==> src/rtl/mem_arb_if_if.sv <==
// Bus bundle between the requester channels, the arbiter and the SRAM port.
// slave is the arbiter's view; master is the view of whatever drives the requests and the SRAM response.
interface mem_arb_if_if #(
  parameter int NCH = 2,
  parameter int AW  = 14,
  parameter int DW  = 16
);
  logic [NCH-1:0]    store;
  logic [NCH-1:0]    load;
  logic [NCH*AW-1:0] addr;
  logic [NCH*DW-1:0] wdata;
  logic [NCH-1:0]    done;
  logic              err;
  logic [DW-1:0]     rdata;
  logic              mem_we;
  logic              mem_re;
  logic [AW-1:0]     mem_addr;
  logic [DW-1:0]     mem_wdata;
  logic [DW-1:0]     mem_rdata;
  logic              mem_resp;

  modport slave (
    input  store, load, addr, wdata, mem_rdata, mem_resp,
    output done, err, rdata, mem_we, mem_re, mem_addr, mem_wdata
  );

  modport master (
    output store, load, addr, wdata, mem_rdata, mem_resp,
    input  done, err, rdata, mem_we, mem_re, mem_addr, mem_wdata
  );
endinterface

==> src/rtl/mem_arb_if.sv <==
// Round-robin arbiter that gives NCH requesters single-access use of one SRAM port,
// with a response timeout and an error completion for channels requesting store and load together.
module mem_arb_if #(
  parameter int NCH = 2,
  parameter int AW  = 14,
  parameter int DW  = 16,
  parameter int TMO = 15
) (
  input logic         clk,
  input logic         reset,
  mem_arb_if_if.slave bus
);
  localparam int IW = (NCH > 1) ? $clog2(NCH) : 1;

  typedef enum logic [1:0] {IDLE, ISSUE, DONE, ERR} state_t;

  state_t         state;
  state_t         state_nxt;
  logic [NCH-1:0] req;
  logic [NCH-1:0] done_c;
  logic [IW-1:0]  rr_ptr;
  logic [IW-1:0]  grant_q;
  logic [IW-1:0]  pick;
  logic [IW-1:0]  idx;
  logic           found;
  logic           op_store;
  logic [AW-1:0]  addr_q;
  logic [DW-1:0]  wdata_q;
  logic [DW-1:0]  rdata_q;
  logic [7:0]     wait_cnt;
  logic           err_c;
  logic           we_c;
  logic           re_c;

  assign req = bus.store | bus.load;

  // First requesting channel at or after rr_ptr, wrapping around.
  always_comb begin
    found = 1'b0;
    pick  = '0;
    idx   = '0;
    for (int i = 0; i < NCH; i++) begin
      idx = IW'((int'(rr_ptr) + i) % NCH);
      if (!found && req[idx]) begin
        found = 1'b1;
        pick  = idx;
      end
    end
  end

  always_ff @(posedge clk or posedge reset) begin
    if (reset) state <= IDLE;
    else       state <= state_nxt;
  end

  // A response in the last allowed wait cycle still completes normally.
  always_comb begin
    state_nxt = state;
    case (state)
      IDLE: begin
        if (found) begin
          if (bus.store[pick] && bus.load[pick]) state_nxt = ERR;
          else                                   state_nxt = ISSUE;
        end
      end
      ISSUE: begin
        if (bus.mem_resp)                     state_nxt = DONE;
        else if (wait_cnt == 8'(TMO - 1))     state_nxt = ERR;
      end
      DONE:    state_nxt = IDLE;
      ERR:     state_nxt = IDLE;
      default: state_nxt = IDLE;
    endcase
  end

  always_comb begin
    done_c = '0;
    err_c  = 1'b0;
    we_c   = 1'b0;
    re_c   = 1'b0;
    case (state)
      ISSUE: begin
        we_c = op_store;
        re_c = !op_store;
      end
      DONE: done_c[grant_q] = 1'b1;
      ERR: begin
        done_c[grant_q] = 1'b1;
        err_c           = 1'b1;
      end
      default: ;
    endcase
  end

  always_ff @(posedge clk or posedge reset) begin
    if (reset) begin
      rr_ptr   <= '0;
      grant_q  <= '0;
      op_store <= 1'b0;
      addr_q   <= '0;
      wdata_q  <= '0;
      rdata_q  <= '0;
      wait_cnt <= '0;
    end else begin
      if (state == IDLE && found) begin
        grant_q  <= pick;
        op_store <= bus.store[pick];
        addr_q   <= bus.addr[pick*AW +: AW];
        wdata_q  <= bus.wdata[pick*DW +: DW];
        wait_cnt <= '0;
        if (int'(pick) == NCH - 1) rr_ptr <= '0;
        else                       rr_ptr <= pick + 1'b1;
      end
      if (state == ISSUE && !bus.mem_resp) wait_cnt <= wait_cnt + 8'd1;
      if (state == ISSUE && bus.mem_resp && !op_store) rdata_q <= bus.mem_rdata;
    end
  end

  assign bus.done      = done_c;
  assign bus.err       = err_c;
  assign bus.rdata     = rdata_q;
  assign bus.mem_we    = we_c;
  assign bus.mem_re    = re_c;
  assign bus.mem_addr  = addr_q;
  assign bus.mem_wdata = wdata_q;
endmodule
==> src/flat_wrapper.sv <==
// flat-port wrapper written by rule: the top's interface ports become plain ports
module mem_arb_if_flat 
#(
  parameter int NCH = 2,
  parameter int AW  = 14,
  parameter int DW  = 16,
  parameter int TMO = 15
)
  (clk, reset, bus_store, bus_load, bus_addr, bus_wdata, bus_mem_rdata, bus_mem_resp, bus_done, bus_err, bus_rdata, bus_mem_we, bus_mem_re, bus_mem_addr, bus_mem_wdata);
  mem_arb_if_if #(.NCH(NCH), .AW(AW), .DW(DW)) bus_i ();
  input logic clk;
  input logic reset;
  input wire logic [$bits(bus_i.store)-1:0] bus_store;
  input wire logic [$bits(bus_i.load)-1:0] bus_load;
  input wire logic [$bits(bus_i.addr)-1:0] bus_addr;
  input wire logic [$bits(bus_i.wdata)-1:0] bus_wdata;
  input wire logic [$bits(bus_i.mem_rdata)-1:0] bus_mem_rdata;
  input wire logic [$bits(bus_i.mem_resp)-1:0] bus_mem_resp;
  output wire logic [$bits(bus_i.done)-1:0] bus_done;
  output wire logic [$bits(bus_i.err)-1:0] bus_err;
  output wire logic [$bits(bus_i.rdata)-1:0] bus_rdata;
  output wire logic [$bits(bus_i.mem_we)-1:0] bus_mem_we;
  output wire logic [$bits(bus_i.mem_re)-1:0] bus_mem_re;
  output wire logic [$bits(bus_i.mem_addr)-1:0] bus_mem_addr;
  output wire logic [$bits(bus_i.mem_wdata)-1:0] bus_mem_wdata;
  assign bus_i.store = bus_store;
  assign bus_i.load = bus_load;
  assign bus_i.addr = bus_addr;
  assign bus_i.wdata = bus_wdata;
  assign bus_i.mem_rdata = bus_mem_rdata;
  assign bus_i.mem_resp = bus_mem_resp;
  assign bus_done = bus_i.done;
  assign bus_err = bus_i.err;
  assign bus_rdata = bus_i.rdata;
  assign bus_mem_we = bus_i.mem_we;
  assign bus_mem_re = bus_i.mem_re;
  assign bus_mem_addr = bus_i.mem_addr;
  assign bus_mem_wdata = bus_i.mem_wdata;
  mem_arb_if #(.NCH(NCH), .AW(AW), .DW(DW), .TMO(TMO)) u_core (.clk(clk), .reset(reset), .bus(bus_i));
endmodule
==> config.mk <==
export PLATFORM = sky130hd
export DESIGN_NAME = mem_arb_if_flat
export DESIGN_NICKNAME = d
export VERILOG_FILES = /design/src/rtl/mem_arb_if_if.sv /design/src/rtl/mem_arb_if.sv /design/src/flat_wrapper.sv
export SDC_FILE = /design/constraint.sdc
export NUM_CORES = 1
export LEC_CHECK = 0
export ABC_AREA = 1
export CORE_MARGIN = 1.5
export CORE_UTILIZATION = 41
export CTS_CLUSTER_SIZE = 40
export DETAILED_ROUTE_END_ITERATION = 12
export HOLD_SLACK_MARGIN = 0.05
export PLACE_DENSITY = 0.91
export SLEW_MARGIN = 20
export SYNTH_ARGS = -nofsm -noshare
export SYNTH_HDL_FRONTEND = slang
export SYNTH_SLANG_ARGS = --single-unit
==> constraint.sdc <==
create_clock -name clk -period 2.4 [get_ports clk]
set_clock_uncertainty 0.1 [all_clocks]
set_input_delay 0.36 -clock clk [delete_from_list [all_inputs] [get_ports clk]]
set_output_delay 0.36 -clock clk [all_outputs]
set_load 0.01 [all_outputs]
=== Yosys cells after proc, flatten, opt, wreduce, memory -nomap -nowiden ===
Index checks and enable logic that the tools add are counted.

* Latch bits: 0
* RAM bits: 0
* Logic and storage cells: 66
* Output and inout port bits: 51
* Memories: 0
* Input bits: 83
* Bits in read-only memories: 0
* Register bits: 59

* Bitwise logic cells: 1
* Mux-type cells: 26
* Multiply operators: 1
* Eq/ne operators: 6
* Div/mod/pow operators: 0
* Shift operators: 2
* Magnitude comparators: 5
* Reductions and logical operators: 14
* Add/sub/neg operators: 3

{| class="wikitable"
|+ Operators with widths
! cell !! count
|-
| variable part select 32 x 6 -> 16 bit || 1
|-
| variable part select 28 x 6 -> 14 bit || 1
|-
| two-way mux 1 bit || 17
|-
| two-way mux 8 bit || 2
|-
| two-way mux 2 bit || 5
|-
| adder 8 x 1 -> 8 bit, second input constant || 1
|-
| equality test 8 x 4 -> 1 bit, second input constant || 1
|-
| less-than comparator 1 x 2 -> 1 bit, second input constant || 4
|-
| logical AND 1 bit || 7
|-
| case mux 2 bit (3 select lines) || 1
|-
| equality test 2 bit, second input constant || 2
|-
| multiplier 1 x 3 -> 4 bit, second input constant || 1
|-
| zero test 1 bit || 3
|-
| != test 3 x 2 -> 1 bit, second input constant || 1
|-
| adder 1 bit, second input constant || 2
|-
| equality test 2 x 1 -> 1 bit, second input constant || 1
|-
| zero test 2 bit || 1
|-
| != test 2 x 1 -> 1 bit, second input constant || 1
|-
| OR 2 bit || 1
|-
| AND reduction 2 bit || 1
|-
| nonzero test 2 bit || 1
|-
| OR reduction 2 bit || 1
|-
| demux 1 bit (select 1 bit) || 1
|-
| greater-or-equal comparator 1 bit, second input constant || 1
|}

=== Longest topological paths before layout ===
Gate-level depths: netlist (run 1).

* Word-level depth: 13
* Gate-level depth with buffers: 8
* Gate-level depth less buffers: 7

=== Worst setup path before layout (run 1) ===
OpenSTA, ideal clock, no wires.

* Path kind: reg2out
* Start point: reg u_core.state[1]
* End point: out bus_mem_re
* Setup slack: 992 ps
* Buffers on the path: 1
* Arrival: 948 ps
* Cell stages (with the launch flop): 5
* Data required time: 1,940 ps
* Path through: dfrtp_1 > inv_1 > nand2_2 > nor2_4 > buf_4

* Longest elaborated chain between the ends: 2

{| class="wikitable"
|+ Ends and longest elaborated chain
! element !! line !! source
|-
| start: declaration || mem_arb_if.sv:17 || <nowiki>state_t state;</nowiki>
|-
| start signal: assignment || mem_arb_if.sv:53 || <nowiki>else state <= state_nxt;</nowiki>
|-
| equality test 2 x 1 -> 1 bit || mem_arb_if.sv:81 || <nowiki>case (state)</nowiki>
|-
| two-way mux 1 bit || mem_arb_if.sv:81 ||
|-
| end: declaration || flat_wrapper.sv:23 || <nowiki>output wire logic [$bits(bus_i.mem_re)-1:0] bus_mem_re;</nowiki>
|}

Every way passes these cells.

=== Final worst setup path (run 1) ===
* Start point: reg u_core.state[1]
* End point: out bus_mem_we

* Longest elaborated chain between the ends: 2

{| class="wikitable"
|+ Ends and longest elaborated chain
! element !! line !! source
|-
| equality test 2 x 1 -> 1 bit || mem_arb_if.sv:81 ||
|-
| two-way mux 1 bit || mem_arb_if.sv:81 ||
|-
| end: declaration || flat_wrapper.sv:22 || <nowiki>output wire logic [$bits(bus_i.mem_we)-1:0] bus_mem_we;</nowiki>
|}

Every way passes these cells.

==> results.toml, run 1 <==
[timing]
tns_ns = 0
period_share_pct = 88.5
fmax_ghz = 0.471
fin_crit_ns = 2.12
slew_viol_final = 0
setup_violations = 0
hold_viol = 0
whs_ns = 0.288
tightest_slew_ns = 0.360
slew_headroom_pct = 76.0
rsz0062_at_grt = "false"
fin_ws_ns = 0.275

[worst_setup_path]
path_class = "reg -> out"
worstPathRequired_ns = 1.94
startpoint_type = "flop"
rr_worst_depth = 8
critPathMaxStageDelay_ns = 0.57
crit_path_start = "u_core.state[1]$_DFFE_PP0P_"
arrival_ns = 1.66
cp_max_fo = 4
reg2reg_from = "u_core.state[1]$_DFFE_PP0P_"
rrSetupSlack_ns = 0.69
cp-endpoint = "bus_mem_we"
end_kind = "output pin"
cp_cell_sequence = "inv_1 > nand2_2 > nor2_1 > clkdlybuf4s50_1"
critPathSlowestCell = "clkdlybuf4s50_1"
r2r_end = "u_core.wait_cnt[6]$_DFFE_PP0P_"

[logic_synthesis]
synth_seq_cells = 59
synthTopCellsByArea = "dfrtp_1 (51%), nand3_1 (16%), nand2_1 (13%)"
syn_area_per_cell_um2 = 8.23
syn_area_um2 = 2880
synth_cells = 350
seq_area_frac_synth_pct = 51.2
synth_top_area_cell = "dfrtp_1"
synth_top_area_share_pct = 51.2
synth.net_count = 435
synth.distinct_cells = 22
yosys_warnings = 0

[drt]
first_pass_iters = 5
avgViaCountPerCell = 5.20
final_antenna_net_count = 0
drc = 0
wirelength_mm = 8.70
first_iter_violations = 214
route.vias.total = 3029
wl_per_cell_um = 14.9

[grt]
grt.total_usage_pct = 23.8
grt_pass1_vias = 2852
gr-total-overflow = 0
antenna_found_initial = 0
grt_pass1_wl_mm = 13.8
grt_max_degree = 60

[clocking]
cts_tree = "built"
clock-root-buffer = "clkbuf_8"
cts.sinks = 59
path_clk_slew_ns = 0.07
cts_resized = 0
cts_made_buffers = 9
clk_latency_ns = 0.34
cts_setup_buffers = 0
ctsHoldBuffers = 0
htreeDepth = 3
clk_path_buf_depth = 2

[flow_run]
max_cap_viol_count = 0

[run_status]
status = "complete, no violations"

[final_layout]
antennaDiodeCount = 0
syn_to_final_growth_pct = 55.3
final_layout_size_suffix_gt1_share_pct = 7.61
nNetsFinal = 566

[power_and_ir_drop]
p_sw_share_pct = 40.6
p_clk_share_pct = 15.5
intPower_w = 0.00309
ir_worst_vdd_mv = 0.606
power_density_nw_per_um2 = 1160
seq_power_share_pct = 33.1
p_leak_nw = 2.01
pwr-share-comb_pct = 51.4
p_switching_w = 0.00212

[place]
dp_slack_ns = 0.381
dp_hpwl_mm = 6.23
port-buffer-count = 133
gp_congestion = 0.870

[die]
ios = 134
rows = 30
dieWidth_um = 86.8
fp.dieH_um = 86.8
core_um2 = 6790
die_area_um2 = 7540
start_util_pct = 42.4

[worst_hold_path]
hold_class = "in -> async"
## worst min path at each step
stage                                          end  slack, ns
3_5_place_dp       u_core.bus.rdata[6]$_DFFE_PP0P_       0.36
3_3_place_gp       u_core.bus.rdata[6]$_DFFE_PP0P_       0.36
2_1_floorplan           u_core.grant_q$_DFFE_PP0P_       0.38
6_report       u_core.bus.mem_addr[11]$_DFFE_PP0P_       0.29
4_1_cts           u_core.bus.rdata[14]$_DFFE_PP0P_       0.30
5_1_grt           u_core.bus.rdata[14]$_DFFE_PP0P_       0.34
## through the flow
step | std cells | instance area, um2 | util [%] | total power [W]
3_3_place_gp | 566 | 4300 | 63.3 | 0.00429
5_1_grt | 582 | 4480 | 65.9 | 0.00556
3_5_place_dp | 566 | 4300 | 63.3 | 0.00439
4_1_cts | 582 | 4480 | 65.9 | 0.00522
6_report | 582 | 4480 | 65.9 | 0.00521
2_1_floorplan | 350 | 2880 | - | 0.00310
## power by group through the flow
stage	registers [W]	clock network, W	logic (W)
finish	0.00172	0.000809	0.00268
global route	0.00177	0.000877	0.00291
CTS	0.00172	0.000826	0.00267
detailed placement	0.00172	0	0.00268
global placement	0.00171	0	0.00258
floorplan	0.00186	0	0.00125
## per-layer routing
layer	up-vias	wire (um)	global-route usage, %
li1	1452	-	-
met4	0	151	9.09
met2	188	4190	37.1
met3	17	810	6.38
met5	-	0	0
met1	1372	3550	31.6
## registers in the layout, indices dropped and copies added, names as in the netlist
| name | cells |
|---|---|
| u_core.grant_q | 1 |
| u_core.rr_ptr | 1 |
| u_core.state | 2 |
| u_core.bus.rdata | 16 |
| u_core.bus.mem_addr | 14 |
| u_core.op_store | 1 |
| u_core.wait_cnt | 8 |
| u_core.bus.mem_wdata | 16 |
## critical path, delay by kind of cell, from the launching register on
| kind | cells | cell delay [ns] |
|---|---|---|
| buffers and inverters | 2 | 0.67 |
| flip-flops | 1 | 0.43 |
| AND/OR/NAND/NOR | 2 | 0.23 |
## cell usage after synthesis
library cell,n
nor2_4,3
buf_6,1
o21ai_0,8
ha_1,2
clkbuf_1,8
inv_1,16
inv_2,1
buf_2,5
dfrtp_1,59
nand2_2,2
a21oi_4,1
nor2_1,9
nand3_1,90
o21ai_1,3
nand4_1,31
o21ai_2,1
buf_1,3
nand2_1,97
nor3_1,1
nor2_2,2
o21bai_1,1
buf_4,6
## layout by cell type, fill, tap and decap left out, types with 3 or more instances in the layout
cell type        Yosys  final
clkdlybuf4s50_1      0    133
dfrtp_1             59     59
nor2_4               3      3
o21ai_1              3      3
nand3_1             90     90
nand4_1             31     31
clkbuf_8             0     10
clkinv_2             0      3
o21ai_0              8      8
inv_1               16     15
buf_4                6      9
nand2_1             97     97
nor2_1               9      9
## cell type report
class	count	area, um2
tap	96	120
fill	541	2320
sequential	59	1480
inverter	17	63.8
clock buffer	10	138
clock inverter	6	40.0
multi-input combinational	251	1220
timing repair buffer	143	1420
## logic make-up (layout without fill, tap and decap cells)
logic type,after synthesis,in the layout,share of synthesized area (%)
simple gates,235,235,38.4
flops,59,59,51.2
buf+inv,40,176,6.47
compound gates,14,14,3.04
fa+ha+maj,2,2,0.868
Note: power is estimated with default switching activity, not from simulation.
==> run 2, diff against run 1 <==
--- a/config.mk
+++ b/config.mk
@@ -12,6 +12,7 @@
 export DETAILED_ROUTE_END_ITERATION = 12
 export HOLD_SLACK_MARGIN = 0.05
 export PLACE_DENSITY = 0.91
+export SKIP_CTS_REPAIR_TIMING = 1
 export SLEW_MARGIN = 20
 export SYNTH_ARGS = -nofsm -noshare
 export SYNTH_HDL_FRONTEND = slang
==> results of run 2 <==
Final layout, timing and power as in run 1 (identical DEF).
